**src/rtl/reg_intf_dw_pkg.sv**
```systemverilog
// Shared types and lane-selection helper for the register-interface width downsizer.
package reg_intf_dw_pkg;

  typedef enum logic [1:0] {IDLE, ISSUE, RESP} state_e;

  localparam int MAX_LANES  = 64;
  localparam int LANE_SEL_W = 6;

  typedef struct packed {
    logic                  done;
    logic [LANE_SEL_W-1:0] lane;
  } lane_sel_t;

  // Lowest lane >= cur that needs a beat; done when none is left. Reads need every lane,
  // writes with skipping enabled need only lanes whose strobe slice is non-zero.
  function automatic lane_sel_t next_lane(input logic [MAX_LANES-1:0] strb, input int cur,
                                          input logic write, input logic skip, input int ratio);
    lane_sel_t sel;
    sel.done = 1'b1;
    sel.lane = '0;
    for (int l = MAX_LANES - 1; l >= 0; l--) begin
      if (l >= cur && l < ratio && (strb[l] || !(write && skip))) begin
        sel.done = 1'b0;
        sel.lane = LANE_SEL_W'(l);
      end
    end
    return sel;
  endfunction

endpackage

```
**src/rtl/reg_intf_dw_downsizer.sv**
```systemverilog
// Splits one wide register-interface access into narrow beats, lowest lane first,
// reassembling read data and OR-ing beat errors into a single completion pulse.
module reg_intf_dw_downsizer
  import reg_intf_dw_pkg::*;
#(
  parameter int AW         = 32,
  parameter int WIDE_DW    = 64,
  parameter int NARROW_DW  = 32,
  parameter bit SKIP_EMPTY = 1'b1
) (
  input  logic                   clk_i,
  input  logic                   rst_ni,
  input  logic [AW-1:0]          wide_addr_i,
  input  logic                   wide_write_i,
  input  logic [WIDE_DW-1:0]     wide_wdata_i,
  input  logic [WIDE_DW/8-1:0]   wide_wstrb_i,
  input  logic                   wide_valid_i,
  output logic [WIDE_DW-1:0]     wide_rdata_o,
  output logic                   wide_error_o,
  output logic                   wide_ready_o,
  output logic [AW-1:0]          narrow_addr_o,
  output logic                   narrow_write_o,
  output logic [NARROW_DW-1:0]   narrow_wdata_o,
  output logic [NARROW_DW/8-1:0] narrow_wstrb_o,
  output logic                   narrow_valid_o,
  input  logic [NARROW_DW-1:0]   narrow_rdata_i,
  input  logic                   narrow_error_i,
  input  logic                   narrow_ready_i
);

  localparam int RATIO = WIDE_DW / NARROW_DW;
  localparam int LW    = (RATIO > 1) ? $clog2(RATIO) : 1;
  localparam int NB    = NARROW_DW / 8;
  localparam int WOFF  = $clog2(WIDE_DW / 8);
  localparam int NOFF  = $clog2(NB);

  if ((WIDE_DW % NARROW_DW) != 0 || (WIDE_DW & (WIDE_DW - 1)) != 0 ||
      (NARROW_DW & (NARROW_DW - 1)) != 0 || NARROW_DW < 8 || RATIO > MAX_LANES) begin : g_bad_cfg
    $error("reg_intf_dw_downsizer: WIDE_DW/NARROW_DW must be powers of 2 with WIDE_DW >= NARROW_DW >= 8");
  end

  state_e                r_state, w_state_nxt;
  logic [AW-1:0]         r_addr;
  logic                  r_write;
  logic [WIDE_DW-1:0]    r_wdata;
  logic [WIDE_DW/8-1:0]  r_wstrb;
  logic [LW-1:0]         r_lane;
  logic [WIDE_DW-1:0]    r_rdata;
  logic                  r_error;
  logic                  r_wready;
  logic                  r_nvalid;
  logic [AW-1:0]         r_naddr;
  logic [NARROW_DW-1:0]  r_nwdata;
  logic [NB-1:0]         r_nwstrb;

  logic [MAX_LANES-1:0]  w_in_any, w_lat_any;
  lane_sel_t             w_first, w_next;
  logic                  w_hs, w_load;
  logic [LW-1:0]         w_lane_nxt;
  logic [AW-1:0]         w_src_addr;
  logic [WIDE_DW-1:0]    w_src_wdata;
  logic [WIDE_DW/8-1:0]  w_src_wstrb;

  for (genvar l = 0; l < MAX_LANES; l++) begin : g_any
    if (l < RATIO) begin : g_on
      assign w_in_any[l]  = |wide_wstrb_i[l*NB +: NB];
      assign w_lat_any[l] = |r_wstrb[l*NB +: NB];
    end else begin : g_off
      assign w_in_any[l]  = 1'b0;
      assign w_lat_any[l] = 1'b0;
    end
  end

  assign w_hs    = r_nvalid & narrow_ready_i;
  assign w_first = next_lane(w_in_any, 0, wide_write_i, SKIP_EMPTY, RATIO);
  assign w_next  = next_lane(w_lat_any, int'(r_lane) + 1, r_write, SKIP_EMPTY, RATIO);

  always_ff @(posedge clk_i or negedge rst_ni) begin
    if (!rst_ni) r_state <= IDLE;
    else         r_state <= w_state_nxt;
  end

  always_comb begin
    w_state_nxt = r_state;
    unique case (r_state)
      IDLE:    if (wide_valid_i) w_state_nxt = w_first.done ? RESP : ISSUE;
      ISSUE:   if (w_hs && w_next.done) w_state_nxt = RESP;
      RESP:    if (r_wready) w_state_nxt = IDLE;
      default: w_state_nxt = IDLE;
    endcase
  end

  // Beat loading: the first beat comes straight from the request inputs, later ones from the latch.
  always_comb begin
    w_load      = 1'b0;
    w_lane_nxt  = r_lane;
    w_src_addr  = r_addr;
    w_src_wdata = r_wdata;
    w_src_wstrb = r_wstrb;
    if (r_state == IDLE && wide_valid_i && !w_first.done) begin
      w_load      = 1'b1;
      w_lane_nxt  = LW'(w_first.lane);
      w_src_addr  = wide_addr_i;
      w_src_wdata = wide_wdata_i;
      w_src_wstrb = wide_wstrb_i;
    end else if (r_state == ISSUE && w_hs && !w_next.done) begin
      w_load     = 1'b1;
      w_lane_nxt = LW'(w_next.lane);
    end
  end

  always_ff @(posedge clk_i or negedge rst_ni) begin
    if (!rst_ni) begin
      r_addr   <= '0;
      r_write  <= 1'b0;
      r_wdata  <= '0;
      r_wstrb  <= '0;
      r_lane   <= '0;
      r_rdata  <= '0;
      r_error  <= 1'b0;
      r_wready <= 1'b0;
      r_nvalid <= 1'b0;
      r_naddr  <= '0;
      r_nwdata <= '0;
      r_nwstrb <= '0;
    end else begin
      // RESP spans two cycles so the pulse sits on a registered output.
      r_wready <= (r_state == RESP) && !r_wready;
      if (r_state == IDLE && wide_valid_i) begin
        r_addr  <= wide_addr_i;
        r_write <= wide_write_i;
        r_wdata <= wide_wdata_i;
        r_wstrb <= wide_wstrb_i;
        r_rdata <= '0;
        r_error <= 1'b0;
      end
      if (w_hs) begin
        r_rdata[r_lane*NARROW_DW +: NARROW_DW] <= narrow_rdata_i;
        r_error <= r_error | narrow_error_i;
      end
      if (w_load) begin
        r_nvalid <= 1'b1;
        r_lane   <= w_lane_nxt;
        r_naddr  <= ((w_src_addr >> WOFF) << WOFF) | (AW'(w_lane_nxt) << NOFF);
        r_nwdata <= w_src_wdata[w_lane_nxt*NARROW_DW +: NARROW_DW];
        r_nwstrb <= w_src_wstrb[w_lane_nxt*NB +: NB];
      end else if (w_hs) begin
        r_nvalid <= 1'b0;
      end
    end
  end

  assign wide_rdata_o   = r_rdata;
  assign wide_error_o   = r_error;
  assign wide_ready_o   = r_wready;
  assign narrow_addr_o  = r_naddr;
  assign narrow_write_o = r_write;
  assign narrow_wdata_o = r_nwdata;
  assign narrow_wstrb_o = r_nwstrb;
  assign narrow_valid_o = r_nvalid;

  // The master must hold its request until it sees the completion pulse.
  a_valid_held: assert property (@(posedge clk_i) disable iff (!rst_ni)
    (r_state != IDLE && !r_wready) |-> wide_valid_i);

endmodule

```
**config.mk**
```make
export PLATFORM = sky130hd
export DESIGN_NAME = reg_intf_dw_downsizer
export DESIGN_NICKNAME = d
export VERILOG_FILES = /design/src/rtl/reg_intf_dw_pkg.sv /design/src/rtl/reg_intf_dw_downsizer.sv
export SDC_FILE = /design/constraint.sdc
export NUM_CORES = 1
export LEC_CHECK = 0
export ABC_AREA = 1
export BUFFER_PORTS_ARGS = -buffer_cell sky130_fd_sc_hd__buf_4
export CAP_MARGIN = 10
export CORE_ASPECT_RATIO = 1.75
export CORE_MARGIN = 2
export CORE_UTILIZATION = 48
export CTS_CLUSTER_DIAMETER = 60
export CTS_CLUSTER_SIZE = 24
export DETAILED_ROUTE_END_ITERATION = 10
export GPL_TIMING_DRIVEN = 0
export HOLD_SLACK_MARGIN = 0.12
export PLACE_DENSITY = 0.76
export RECOVER_POWER = 25
export SETUP_SLACK_MARGIN = 0.15
export SYNTH_ARGS = -nofsm -noshare
export SYNTH_HDL_FRONTEND = slang
export SYNTH_SLANG_ARGS = --single-unit
```
**constraint.sdc**
```tcl
create_clock -name clk_i -period 1.3 [get_ports clk_i]
set_input_delay 0.13 -clock clk_i [delete_from_list [all_inputs] [get_ports clk_i]]
set_output_delay 0.13 -clock clk_i [all_outputs]
set_load 0.05 [all_outputs]
```
# Word-level counts from Yosys, hierarchy flattened
# Index checks and enable logic that the tools add are counted.
# W data, S select, Z words.
[word_totals]
word_cells = 77
register_bits = 243
output_inout_bits = 136
in_bits = 142
[classes]
muxes = 23
magnitude_cmp = 2
add_sub_neg = 2
bitwise_logic = 3
eq_ne = 5
shifts = 4
reduce_logical = 25
[ops]
columns = ["cell", "n"]
rows = [
  ["$mux W64", 3],
  ["$bwmux W64", 1],
  ["$shift A32 B34 Y64 const A", 1],
  ["$shiftx A32 B34 Y64", 1],
  ["$shiftx A64 B7 Y32", 1],
  ["$neg A6 Y34", 1],
  ["$ge A1 B32 Y1 const A", 1],
  ["$ge A2 B32 Y1 const A", 1],
  ["$mux W32", 1],
  ["$or A32 B3 Y32", 1],
  ["$mux W7", 4],
  ["$reduce_or A4 Y1", 4],
  ["$logic_and A1 B1 Y1", 8],
  ["$mux W1", 8],
  ["$mux W2", 4],
  ["$mux W8", 1],
  ["$shiftx A8 B4 Y4", 1],
  ["$ne A2 B2 Y1 const B", 3],
  ["$pmux W2 S3", 1],
  ["$logic_not A1 Y1", 5],
  ["$logic_or A1 B1 Y1", 4],
  ["$reduce_bool A2 Y1", 2],
  ["$reduce_and A3 Y1", 1],
  ["$add A1 B1 Y2 const B", 1],
  ["other kinds (5)", 5],
]

# Depth between registers and ports, before layout
[depth]
word_depth = 10
depth_mapped = 12
depth_no_buf = 11

# Worst setup path after synthesis
# OpenSTA, ideal clock, no wires.
[synth_timing]
path_kind = "register to register"
startpoint = "register r_nvalid (netlist: narrow_valid_o)"
endpoint = "register r_nwdata[11] (netlist: narrow_wdata_o[11])"
stages_incl_launch_ff = 11
setup_time_ns = 0.118
arrival_ns = 1.629
required_time_ns = 1.182
n_path_buf = 1
slack_ns = -0.447
synth_period_minus_slack_ns = 1.747
path_cell_list = "dfrtp_1 > nand3_1 > nor2_1 > nand2_2 > nand3_1 > nand2_4 > inv_2 > buf_4 > nand2_1 > nand3_1 > nand2_1"
[synth_via]
elab_chain_len = 6
elab_cells_between_ends = 8
classes_between = "1 x shift; 4 x mux; 1 x bitwise; 2 x reduce/logical"
[synth_lines]
columns = ["element", "line_no", "text"]
rows = [
  ["from (decl)", "reg_intf_dw_downsizer.sv:51", "logic r_nvalid;"],
  ["from (signal assigned)", "reg_intf_dw_downsizer.sv:122", "r_nvalid <= 1'b0;"],
  ["from (signal assigned)", "reg_intf_dw_downsizer.sv:142", "r_nvalid <= 1'b1;"],
  ["from (signal assigned)", "reg_intf_dw_downsizer.sv:148", "r_nvalid <= 1'b0;"],
  ["$and A1 B1 Y1 *", "reg_intf_dw_downsizer.sv:74", "assign w_hs = r_nvalid & narrow_ready_i;"],
  ["$logic_and A1 B1 Y1 * (2 in a row)", "reg_intf_dw_downsizer.sv:106", "end else if (r_state == ISSUE && w_hs && !w_next.done) begin"],
  ["$mux W1", "reg_intf_dw_downsizer.sv:106", ""],
  ["$mux W1", "reg_intf_dw_downsizer.sv:100", "if (r_state == IDLE && wide_valid_i && !w_first.done) begin"],
  ["$shiftx A64 B7 Y32", "reg_intf_dw_downsizer.sv:145", "r_nwdata <= w_src_wdata[w_lane_nxt*NARROW_DW +: NARROW_DW];"],
  ["to (signal assigned)", "reg_intf_dw_downsizer.sv:145", ""],
  ["to (decl)", "reg_intf_dw_downsizer.sv:53", "logic [NARROW_DW-1:0] r_nwdata;"],
]
# Every way passes the cells marked *; elsewhere a longest branch is shown, timed or not.
# A chain may end at the register's enable or synchronous reset.

# Worst setup path after layout
[layout_timing]
startpoint = "register r_state[1]"
endpoint = "register r_rdata[15] (netlist: wide_rdata_o[15])"
[layout_via]
elab_chain_len = 5
[layout_lines]
columns = ["element", "line_no", "text"]
rows = [
  ["from (decl)", "reg_intf_dw_downsizer.sv:42", "state_e r_state, w_state_nxt;"],
  ["from (signal assigned)", "reg_intf_dw_downsizer.sv:80", "else r_state <= w_state_nxt;"],
  ["$logic_not A2 Y1 *", "reg_intf_dw_downsizer.sv:129", "if (r_state == IDLE && wide_valid_i) begin"],
  ["$logic_and A1 B1 Y1 *", "reg_intf_dw_downsizer.sv:129", ""],
  ["$mux W64 *", "reg_intf_dw_downsizer.sv:129", ""],
  ["$bwmux W64", "reg_intf_dw_downsizer.sv:138", "r_rdata[r_lane*NARROW_DW +: NARROW_DW] <= narrow_rdata_i;"],
  ["$mux W64 *", "reg_intf_dw_downsizer.sv:137", "if (w_hs) begin"],
  ["to (signal, indexed assignment)", "reg_intf_dw_downsizer.sv:138", ""],
  ["to (decl)", "reg_intf_dw_downsizer.sv:48", "logic [WIDE_DW-1:0] r_rdata;"],
]
# Marks and branches as above.

==> flow_summary_export.csv <==
group,metric,value,unit
run_status,status,"finished, violations left",
run_status,violations,"max-capacitance violations, max-slew violations, negative setup slack",
setup_path,path_max_fanout,10,
sta,skew,0.0312,ns
synthesis,synth.distinct_cells,22,
synthesis,yosysSeqAreaShare,55.5,%
clock_tree,ctsHoldBuffers,136,
clock_tree,clkTransAtPathRegs,0.10,ns
layout,layout.cells.non_filler,2129,
sta,period_share,158,%
synthesis,yosys_warnings,0,
route,detail-route-antenna-nets,0,
die,die_y,201,microns
worst_hold_path,hold_path.class,"input pin to asynchronous set/reset pin",
clock_tree,cts_max_level,1,
global_route,groute.usage.overall,31.8,%
synthesis,ys_seq_elements,237,
route,drc,0,
synthesis,syn-cell-area,10700,sq um
setup_path,startpoint_type,"flop",
power_and_ir_drop,ir_drop,2.13,mV
route,vias_per_cell,5.55,
layout,layout_commonest_cell,"nand2_1",
setup_path,crit_type,"flop to flop",
placement,port-buffer-count,272,
setup_path,r2r_slack,-0.76,ns
setup_path,crit_required,1.59,ns
sta,worstMarginPinSlew,1.60,ns
layout,fin_area,17600,sq um
placement,place_inst,1873,
synthesis,synth.avg_cell_area,8.19,sq um
power_and_ir_drop,p_leak,8.91,nW
layout,final_cell_mix,"nand2_1 (380), buf_4 (250), dfrtp_1 (233), dlygate4sd3_1 (136), buf_6 (132)",
route,wl,44600,microns
die,ios,278,
layout,drive_gt1_share,35.7,%
sta,setup_violations,355,
global_route,antenna_found_initial,5,
clock_tree,clock_sinks,237,
global_route,grt_pass1_vias,11300,
sta,hold_viol_final,0,
placement,place_ws,-0.685,ns
power_and_ir_drop,p_total,47.4,mW
die,initial_core_util,48.6,%
layout,final_core_util,79.9,%
sta,worst_slack,-0.757,ns
route,drt_iter0_drc,1121,
clock_tree,clock_path_buffers,3,
layout,finish.net_count,1965,
die,num_rows,72,
global_route,grt_max_degree,126,
sta,rsz0062_at_grt,"true",
setup_path,end_kind,"flop",
clock_tree,cts_buffers,14,
sta,relSlewSlack,-6.94,%
sta,fin_crit,2.06,ns
route,vias,11800,
placement,dp_hpwl,24700,microns
global_route,overflow,0,
sta,finalSetupTns,-81.71,ns
placement,dpl_cell_area,13700,sq um
sta,fmax,0.486,GHz
layout,fill_cells,1314,
run,maxCapViolations,1,
route,drtPass1Iterations,6,
sta,slew_viol_final,113,
placement,globalplace.congestion,0.854,
sta,hold_slack,0.0243,ns
die,core-area,22000,sq um
power_and_ir_drop,power_density,2700,nW/um^2
route,wl_per_cell,20.9,microns
synthesis,syn_inst,1303,
clock_tree,cts_tree,"yes",
setup_path,arrival,2.35,ns
die,dieWidth,117,microns
die,die_area,23500,sq um
global_route,grt_pass1_wl,58500,microns
clock_tree,clk_latency,0.50,ns
clock_tree,clock-root-buffer,"clkbuf_16",
layout,areaGrowthSynthToFinish,64.6,%
-- area by class of cell --
cell class,count,area (sq um),area share (%)
flip-flops and latches,237,5940,33.8
well taps,296,370,2.11
multi-input cells,863,4560,26.0
clock buffers,18,387,2.20
plain buffers,87,965,5.49
diodes,4,10.0,0.0570
clock inverters,4,58.8,0.335
inverters,115,467,2.66
repair inverters,1,16.3,0.0926
repair buffers,504,4800,27.3
-- critical path, cell delays in order (launching register included) --
cell	delay (ns)
dfrtp_1	0.39
inv_2	0.07
nand2_2	0.07
nor2_4	0.20
buf_6	0.20
inv_8	0.07
buf_12	0.14
buf_6	0.14
nand3_1	0.25
o21ai_0	0.31
-- per-layer routing --
| layer | wire length, microns | global-route usage, % | part of all wire [%] | up-vias |
|---|---|---|---|---|
| li1 | - | - | - | 5193 |
| met1 | 14800 | 35.3 | 33 | 5712 |
| met2 | 23400 | 57.7 | 52 | 695 |
| met3 | 3250 | 4.67 | 7.3 | 216 |
| met4 | 3110 | 15.5 | 7.0 | 2 |
| met5 | 13 | 0 | 0.029 | - |
-- registers in the layout, summed over array words and instances, names as in the netlist, 2 cells and up --
signal          count
narrow_addr_o      30
narrow_wdata_o     32
narrow_wstrb_o      4
r_addr             29
r_state             2
r_wdata            64
r_wstrb             8
wide_rdata_o       64
-- what timing repair did --
item,4_1_cts,5_1_grt
hold endpoints to repair,346,113
buffers inserted,18,65
resized for setup,143,213
gates cloned,8,5
pin swaps,23,27
endpoints found under the setup margin,369,370
-- final timing paths --
path	from	to	cells past startpoint
min in group clk_i	wide_valid_i	r_state[1]$_DFFE_PN0P_	5
worst min register to register	r_wdata[11]$_DFFE_PN0P_	r_wdata[11]$_DFFE_PN0P_	2
worst min-delay path	rst_ni	narrow_addr_o[18]$_DFFE_PN0P_	1
worst max register to register	r_state[1]$_DFFE_PN0P_	wide_rdata_o[15]$_DFF_PN0_	9
worst max-delay path	r_state[1]$_DFFE_PN0P_	wide_rdata_o[15]$_DFF_PN0_	9
max in group asynchronous	rst_ni	r_wdata[34]$_DFFE_PN0P_	2
-- power breakdown --
part	leakage (nW)	total (mW)	switching [mW]	internal, mW
logic	5.74	29.1	17.9	11.2
registers	2.95	13.3	2.47	10.8
clock network	0.214	5.02	2.66	2.36
total	8.91	47.4	23.0	24.4
-- cell usage after synthesis --
cell        n  area (sq um)
nand3_1   145           726
nand3b_1   24           180
buf_4       8          60.1
o21ai_0   164           821
inv_2       6          22.5
dfrtp_1   237          5930
or2_2       1          6.26
buf_6       8          90.1
clkbuf_1   34           128
nand2_4     3          33.8
nor2_1     20          75.1
conb_1      1          3.75
a21oi_1    11          55.1
nand2_2     2          12.5
inv_1     109           409
o21bai_1    1          7.51
nand2_1   458          1720
nor3_1      1          5.00
o211ai_1   15           113
buf_2      39           195
o21ai_1    15          75.1
o21ai_2     1          8.76
-- logic make-up (layout without fill, tap and decap cells) --
| logic type | Yosys count | in the layout | share of synthesized area [%] |
|---|---|---|---|
| compound gates | 207 | 207 | 10.1 |
| buf+inv | 204 | 729 | 8.47 |
| flops | 237 | 237 | 55.5 |
| other cells | 1 | 6 | 0.0351 |
| simple gates | 654 | 654 | 25.8 |
Power figures use the tool's default switching activity.
